File: src/rtl/mmc_game_param.sv
// Multi-mode up/down counter game: counts with two step sizes and scores hits at zero and
// all-ones. Gameplay runs IDLE -> PLAY -> OVER, and each acknowledge starts a new PLAY round.
module mmc_game_param #(
    parameter int WIDTH     = 3,
    parameter int STEP_HI   = 2,
    parameter int SCORE_W   = 4,
    parameter int WIN_SCORE = 15
) (
    input  logic               clk,
    input  logic               rst,
    input  logic               start,
    input  logic               ack,
    input  logic [1:0]         ctrl,
    input  logic               init,
    input  logic [WIDTH-1:0]   init_val,
    output logic [WIDTH-1:0]   count,
    output logic               winner,
    output logic               loser,
    output logic [SCORE_W-1:0] winner_count,
    output logic [SCORE_W-1:0] loser_count,
    output logic               gameover,
    output logic [1:0]         who,
    output logic [1:0]         state
);

    localparam logic [1:0] ST_IDLE = 2'b00;
    localparam logic [1:0] ST_PLAY = 2'b01;
    localparam logic [1:0] ST_OVER = 2'b10;

    localparam logic [WIDTH-1:0]   CNT_MAX   = {WIDTH{1'b1}};
    localparam logic [WIDTH-1:0]   CNT_ZERO  = {WIDTH{1'b0}};
    localparam logic [WIDTH-1:0]   STEP_ONE  = {{(WIDTH-1){1'b0}}, 1'b1};
    localparam logic [WIDTH-1:0]   STEP_BIG  = WIDTH'(STEP_HI);
    localparam logic [SCORE_W-1:0] SCORE_ONE = {{(SCORE_W-1){1'b0}}, 1'b1};
    localparam logic [SCORE_W-1:0] SCORE_END = SCORE_W'(WIN_SCORE - 1);

    logic [1:0]         state_r, state_s;
    logic [WIDTH-1:0]   count_r, count_s;
    logic               winner_r, winner_s;
    logic               loser_r, loser_s;
    logic [SCORE_W-1:0] wcount_r, wcount_s;
    logic [SCORE_W-1:0] lcount_r, lcount_s;
    logic               gameover_r, gameover_s;
    logic [1:0]         who_r, who_s;

    logic [WIDTH-1:0]   step_s;
    logic [WIDTH-1:0]   stepped_s;
    logic               win_end_s;
    logic               lose_end_s;

    // Step arithmetic and end-of-game detection.
    always_comb begin
        step_s     = ctrl[0] ? STEP_BIG : STEP_ONE;
        stepped_s  = ctrl[1] ? (count_r - step_s) : (count_r + step_s);
        win_end_s  = winner_r && (wcount_r == SCORE_END);
        lose_end_s = loser_r && (lcount_r == SCORE_END);
    end

    // Next-state logic for the controller, counter, flags and scores.
    always_comb begin
        state_s    = state_r;
        count_s    = count_r;
        winner_s   = 1'b0;
        loser_s    = 1'b0;
        wcount_s   = wcount_r;
        lcount_s   = lcount_r;
        gameover_s = gameover_r;
        who_s      = who_r;
        case (state_r)
            ST_IDLE: begin
                if (init) begin
                    count_s = init_val;
                end else begin
                    count_s = count_r;
                end
                if (start) begin
                    state_s = ST_PLAY;
                end else begin
                    state_s = ST_IDLE;
                end
            end
            ST_PLAY: begin
                count_s  = init ? init_val : stepped_s;
                // Flags come from the count before this edge's update.
                winner_s = (count_r == CNT_MAX);
                loser_s  = (count_r == CNT_ZERO);
                if (winner_r) begin
                    wcount_s = wcount_r + SCORE_ONE;
                end else begin
                    wcount_s = wcount_r;
                end
                if (loser_r) begin
                    lcount_s = lcount_r + SCORE_ONE;
                end else begin
                    lcount_s = lcount_r;
                end
                if (win_end_s || lose_end_s) begin
                    state_s    = ST_OVER;
                    gameover_s = 1'b1;
                    who_s      = win_end_s ? 2'b10 : 2'b01;
                    winner_s   = 1'b0;
                    loser_s    = 1'b0;
                end else begin
                    state_s = ST_PLAY;
                end
            end
            ST_OVER: begin
                if (ack) begin
                    state_s    = ST_PLAY;
                    wcount_s   = {SCORE_W{1'b0}};
                    lcount_s   = {SCORE_W{1'b0}};
                    gameover_s = 1'b0;
                end else begin
                    state_s = ST_OVER;
                end
            end
            default: begin
                state_s    = ST_IDLE;
                count_s    = CNT_ZERO;
                wcount_s   = {SCORE_W{1'b0}};
                lcount_s   = {SCORE_W{1'b0}};
                gameover_s = 1'b0;
                who_s      = 2'b00;
            end
        endcase
    end

    // State registers with asynchronous reset.
    always_ff @(posedge clk or posedge rst) begin
        if (rst) begin
            state_r    <= ST_IDLE;
            count_r    <= CNT_ZERO;
            winner_r   <= 1'b0;
            loser_r    <= 1'b0;
            wcount_r   <= {SCORE_W{1'b0}};
            lcount_r   <= {SCORE_W{1'b0}};
            gameover_r <= 1'b0;
            who_r      <= 2'b00;
        end else begin
            state_r    <= state_s;
            count_r    <= count_s;
            winner_r   <= winner_s;
            loser_r    <= loser_s;
            wcount_r   <= wcount_s;
            lcount_r   <= lcount_s;
            gameover_r <= gameover_s;
            who_r      <= who_s;
        end
    end

    assign count        = count_r;
    assign winner       = winner_r;
    assign loser        = loser_r;
    assign winner_count = wcount_r;
    assign loser_count  = lcount_r;
    assign gameover     = gameover_r;
    assign who          = who_r;
    assign state        = state_r;

endmodule
File: config.mk
export PLATFORM = sky130hd
export DESIGN_NAME = mmc_game_param
export DESIGN_NICKNAME = d
export VERILOG_FILES = /design/src/rtl/mmc_game_param.sv
export SDC_FILE = /design/constraint.sdc
export NUM_CORES = 1
export LEC_CHECK = 0
export CORE_UTILIZATION = 45
export DETAILED_ROUTE_END_ITERATION = 7
export MAX_ROUTING_LAYER = met4
export PLACE_DENSITY = 0.75
export SYNTH_ARGS = -nofsm -noshare
export SYNTH_HDL_FRONTEND = slang
export SYNTH_SLANG_ARGS = --single-unit
File: constraint.sdc
create_clock -name clk -period 2 [get_ports clk]
set_input_delay 0.2 -clock clk [delete_from_list [all_inputs] [get_ports clk]]
set_output_delay 0.2 -clock clk [all_outputs]
set_load 0.05 [all_outputs]
==> results of run 1 <==
## flip-flops by register name (all words and copies together), names as in the netlist
register	count
who	2
count	3
winner	1
state	2
loser	1
winner_count	4
loser_count	4
gameover	1
## final cells by class
type,count,area share (%)
clock buffers,4,2.73
well taps,27,2.54
flip-flops and latches,18,33.9
inverters,8,2.26
multi-input cells,75,38.5
repair buffers,27,20.0
## worst reg2reg max path: stages (launching register included)
cell	delay [ns]
dfrtp_1	0.46
inv_1	0.07
ha_1	0.19
fa_1	0.38
xor2_1	0.18
o2bb2ai_1	0.14
a22o_1	0.25
## layer usage
layer	vias to the layer above	GRT usage (%)	routed length, µm
met5	-	-	0
met4	0	8.57	42
met3	6	2.47	85
met2	25	34.5	1080
met1	425	24.1	956
li1	433	-	-
## cells by family after synthesis
family          after synthesis  share of synthesized area, %
fa+ha+maj                     6                          8.04
buf+inv                      12                          6.33
xor+xnor                      1                         0.853
mux                           1                         0.974
compound gates               30                          19.2
flops                        18                          43.8
simple gates                 37                          20.7
## where the power goes
part / total, µW / switching [µW] / leakage [µW] / internal (µW)
registers: 730 / 233 / 0.000230 / 498
clock network: 224 / 113 / 0.0000210 / 111
logic: 1170 / 752 / 0.000345 / 416
total: 2120 / 1100 / 0.000596 / 1020
## synthesized netlist by cell type
cell / instances
and4_1: 1
nor2b_4: 1
mux2i_1: 1
nand3b_1: 2
ha_1: 5
a22o_1: 3
nand3_2: 1
nand2_4: 1
nor2_1: 6
fa_1: 1
nor2b_2: 1
o311ai_2: 1
buf_6: 2
o21ai_0: 9
buf_4: 1
a21oi_2: 1
nor4_2: 1
inv_2: 1
o31ai_1: 4
o311ai_1: 1
o2bb2ai_1: 1
a22oi_1: 1
nand4_1: 4
xor2_1: 1
o21ai_1: 4
inv_1: 7
nand3_1: 3
nand2b_1: 1
and4_4: 1
buf_2: 1
dfrtp_1: 18
a21oi_1: 4
o22ai_1: 1
nand2_1: 14
## metrics by stage
stage | instances | power [µW] | utilization (%)
3_5_place_dp | 155 | 1910 | 62.6
3_3_place_gp | 155 | 1880 | 62.6
6_report | 159 | 2120 | 64.4
4_1_cts | 159 | 2140 | 64.4
5_1_grt | 159 | 2250 | 64.4
2_1_floorplan | 105 | 1540 | -
## worst paths after layout
kind | endpoint | slack (ns) | cells after the start
min in group clk | gameover | 0.52 | 2
min reg2reg | gameover | 0.52 | 2
min | loser_count[1] | 0.28 | 2
max reg2reg | count[2] | 0.24 | 6
max in group asynchronous | winner_count[0] | 1.30 | 2
max | loser | 0.15 | 1
==> results.json, run 1 <==
{
  "synth-seq-cells": 18,
  "timing.hold.ws_ns": 0.280,
  "synth.distinct_cells": 34,
  "cp_cell_sequence": "clkdlybuf4s50_1",
  "grt_max_degree": 19,
  "hold_viol_final": 0,
  "max_cap_viol_count": 0,
  "path_buf_inv": 1,
  "ant_nets": 0,
  "finalCritPeriodShare_pct": 92.7,
  "rr_startpoint": "count[0]",
  "clock-root-buffer": "clkbuf_4",
  "grt_usage_pct": 20.3,
  "post_drt_wl_per_cell_um": 13.6,
  "critPathKind": "flop to primary output",
  "grt-ovfl-total": 0,
  "cp-start-kind": "flop",
  "skew_ns": 0.00518,
  "rsz0062_at_grt": "false",
  "drive_gt1_share_pct": 11.4,
  "required_ns": 1.80,
  "nNetsFinal": 149,
  "stdcell_area_um2": 1330,
  "antenna_found_initial": 0,
  "seqCellArea_um2": 450,
  "place.gp.congestion": 0.809,
  "io_pins": 28,
  "max_freq_ghz": 0.540,
  "ys_seq_area_share_pct": 43.8,
  "tightest_slew_ns": 0.655,
  "slowest_delay_ns": 0.85,
  "start_util_pct": 49.8,
  "via_per_inst": 5.59,
  "dr_total_vias": 889,
  "cp.arrival_ns": 1.65,
  "fillers": 178,
  "multiInputGateArea_um2": 512,
  "syn_nets": 121,
  "final.min_clock_period_ns": 1.85,
  "setup-tns-final_ns": 0,
  "synthToLayoutAreaGrowth_pct": 29.2,
  "grt_pass1_wl_mm": 3.69,
  "diodes": 0,
  "cts_setup_buffers": 0,
  "final_common_cell": "clkdlybuf4s50_1",
  "clkTransAtPathRegs_ns": 0.10,
  "hold_class": "primary input to async pin",
  "die-height_um": 49.8,
  "h-tree-depth": 1,
  "outcome": "completed",
  "yosys_warnings": 0,
  "maxSlewHeadroom_pct": 56.3,
  "placed_area_um2": 1290,
  "synth_top_area_share_pct": 43.8,
  "die_area_um2": 2480,
  "firstDrtPassIters": 4,
  "crit_family": "buffers and inverters",
  "preCtsSetupSlack_ns": 0.0279,
  "drt-total-wl_mm": 2.17,
  "final_cell_mix": "clkdlybuf4s50_1 (25), dfrtp_1 (18), nand2_1 (14)",
  "dp_hpwl_mm": 1.66,
  "drcViolationCount": 0,
  "ir_drop_v": 0.000786,
  "fp.coreArea_um2": 2060,
  "die_w_um": 49.8,
  "drv_slew": 0,
  "grt_pass1_vias": 842,
  "clock_path_buffers": 2,
  "syn_avg_cell_area_um2": 9.78,
  "finalSetupViolations": 0,
  "worst_path_max_delay_cell": "clkdlybuf4s50_1",
  "startpoint": "loser",
  "worst_slack_ns": 0.147,
  "drt_iter0_markers": 8,
  "cts_tree": "yes",
  "yosysTopAreaCell": "dfrtp_1",
  "holdBufCountCts": 0,
  "syn_inst": 105,
  "p_leak_uw": 0.000596,
  "syn_area_um2": 1030,
  "clock-sinks": 18,
  "io_buffers": 27,
  "p_per_area_nw_per_um2": 1600,
  "cts_made_buffers": 3,
  "synth_area_leaders": "dfrtp_1 (44%), ha_1 (6.1%), nand2_1 (5.1%), o21ai_0 (4.4%), o31ai_1 (2.9%)",
  "rows": 16,
  "crit_fanout": 9,
  "worst_setup_path_end_kind": "primary output",
  "worstSkewPairLatency_ns": 0.29,
  "cts_resized": 0
}
(Power assumes the default switching activity.)
==> run 2: changes to the inputs <==
--- a/config.mk
+++ b/config.mk
@@ -5,10 +5,10 @@
 export SDC_FILE = /design/constraint.sdc
 export NUM_CORES = 1
 export LEC_CHECK = 0
-export CORE_UTILIZATION = 45
+export CORE_UTILIZATION = 42
 export DETAILED_ROUTE_END_ITERATION = 7
 export MAX_ROUTING_LAYER = met4
-export PLACE_DENSITY = 0.75
+export PLACE_DENSITY = 0.74
 export SYNTH_ARGS = -nofsm -noshare
 export SYNTH_HDL_FRONTEND = slang
 export SYNTH_SLANG_ARGS = --single-unit
==> constraint.sdc (replaced) <==
create_clock -name clk -period 1.7 [get_ports clk]
set_input_delay 0.17 -clock clk [delete_from_list [all_inputs] [get_ports clk]]
set_output_delay 0.17 -clock clk [all_outputs]
set_load 0.05 [all_outputs]
==> run 2 against run 1 <==
- non-clock buffer count grew 3
- routed wire length shrank 2.6%
- count of clock-buffer cells in the layout did not move
- clock skew down 0.0014 ns
- setup slack worse by 0.089 ns
- sequential cell count did not move
- total power increased by 19%
- critical path type unchanged
==> results.json, run 2 (synthesized netlist as in run 1, its figures left out) <==
{
  "place.gp.congestion": 0.818,
  "dr_total_vias": 878,
  "hold_viol_final": 0,
  "ir_drop_v": 0.00107,
  "rsz0062_at_grt": "false",
  "drcViolationCount": 0,
  "slowest_delay_ns": 0.80,
  "io_buffers": 27,
  "finalSetupViolations": 0,
  "cts_resized": 0,
  "clock-root-buffer": "clkbuf_4",
  "required_ns": 1.53,
  "p_leak_uw": 0.000650,
  "drv_slew": 0,
  "crit_fanout": 2,
  "cts_setup_buffers": 0,
  "drt_iter0_markers": 7,
  "grt_usage_pct": 19.5,
  "worst_slack_ns": 0.0579,
  "worstSkewPairLatency_ns": 0.30,
  "die_area_um2": 2650,
  "outcome": "completed",
  "p_per_area_nw_per_um2": 1870,
  "diodes": 0,
  "grt_pass1_vias": 833,
  "max_freq_ghz": 0.609,
  "io_pins": 28,
  "holdBufCountCts": 0,
  "die_w_um": 51.5,
  "antenna_found_initial": 0,
  "tightest_slew_ns": 0.609,
  "nNetsFinal": 152,
  "start_util_pct": 45.6,
  "cp_cell_sequence": "clkdlybuf4s50_1",
  "drt-total-wl_mm": 2.11,
  "firstDrtPassIters": 4,
  "fp.coreArea_um2": 2250,
  "cp.depth": 1,
  "ant_nets": 0,
  "crit_end": "who[0]",
  "grt_max_degree": 13,
  "final.min_clock_period_ns": 1.64,
  "grt_pass1_wl_mm": 3.75,
  "r2r_cells": 6,
  "skew_ns": 0.00375,
  "worst_path_max_delay_cell": "clkdlybuf4s50_1",
  "post_drt_wl_per_cell_um": 12.9,
  "clock_path_buffers": 2,
  "rows": 17,
  "max_cap_viol_count": 0,
  "preCtsSetupSlack_ns": -0.125,
  "cts_tree": "yes",
  "reg2reg_slack_ns": 0.13,
  "worst_setup_path_end_kind": "primary output",
  "crit_family": "buffers and inverters",
  "drive_gt1_share_pct": 26.7,
  "clock-sinks": 18,
  "rr_startpoint": "count[0]",
  "dp_hpwl_mm": 1.59,
  "timing.rr.end": "count[2]",
  "grt-ovfl-total": 0,
  "maxSlewHeadroom_pct": 59.4,
  "cp-start-kind": "flop",
  "final_cell_mix": "dfrtp_1 (16), buf_4 (16), nand2_1 (14)",
  "via_per_inst": 5.39,
  "cts_made_buffers": 3,
  "synthToLayoutAreaGrowth_pct": 31.8,
  "h-tree-depth": 1,
  "cp.arrival_ns": 1.47,
  "die-height_um": 51.5,
  "path_buf_inv": 1,
  "finalCritPeriodShare_pct": 96.6,
  "hold_class": "primary input to async pin",
  "critPathKind": "flop to primary output",
  "startpoint": "who[0]",
  "timing.hold.ws_ns": 0.152,
  "clkTransAtPathRegs_ns": 0.11
}
==> run 2: per-layer routing <==
metal / vias up / track usage, % / wire length, µm
met2: 27 / 32.0 / 1050
met5: - / - / 0
li1: 443 / - / -
met1: 406 / 24.5 / 956
met4: 0 / 6.76 / 14
met3: 2 / 2.68 / 88
==> run 2: how the worst min path moves through the flow <==
stage	startpoint	endpoint	slack, ns	cells after the start
2_1_floorplan	rst	count[2]	0.11	1
3_3_place_gp	rst	loser	0.48	2
3_5_place_dp	rst	loser	0.49	2
4_1_cts	rst	loser	0.16	2
5_1_grt	rst	winner	0.20	2
6_report	rst	winner	0.15	2
==> run 2: final cells by class <==
type	count	area, µm²
clock buffer	4	36.3
fill	213	901
inverter	8	30.0
multi-input combinational	75	517
sequential	18	453
tap	28	35.0
timing repair buffer	30	283
==> run 2: power by group <==
group / internal (µW) / switching, µW / total [µW]
Clock: 131 / 142 / 273
Sequential: 589 / 261 / 850
Combinational: 497 / 907 / 1400
==> run 2: worst reg2reg max path, cell delays in order, from the launching register on <==
cell,delay [ns]
dfrtp_2,0.44
inv_2,0.04
ha_2,0.16
fa_2,0.33
xor2_1,0.16
o2bb2ai_1,0.13
a22o_1,0.22
==> run 2: through the flow <==
| stage | setup TNS (ns) | utilization [%] | cell area [µm²] | power, µW | std cells |
|---|---|---|---|---|---|
| after floorplan | 0 | - | 1030 | 1820 | 105 |
| after global placement | -0.0999 | 58.3 | 1320 | 2220 | 159 |
| after detailed placement | -0.173 | 58.3 | 1320 | 2270 | 159 |
| after CTS | 0 | 59.9 | 1350 | 2540 | 163 |
| after global routing | 0 | 60.0 | 1350 | 2690 | 163 |
| final | 0 | 60.0 | 1350 | 2530 | 163 |
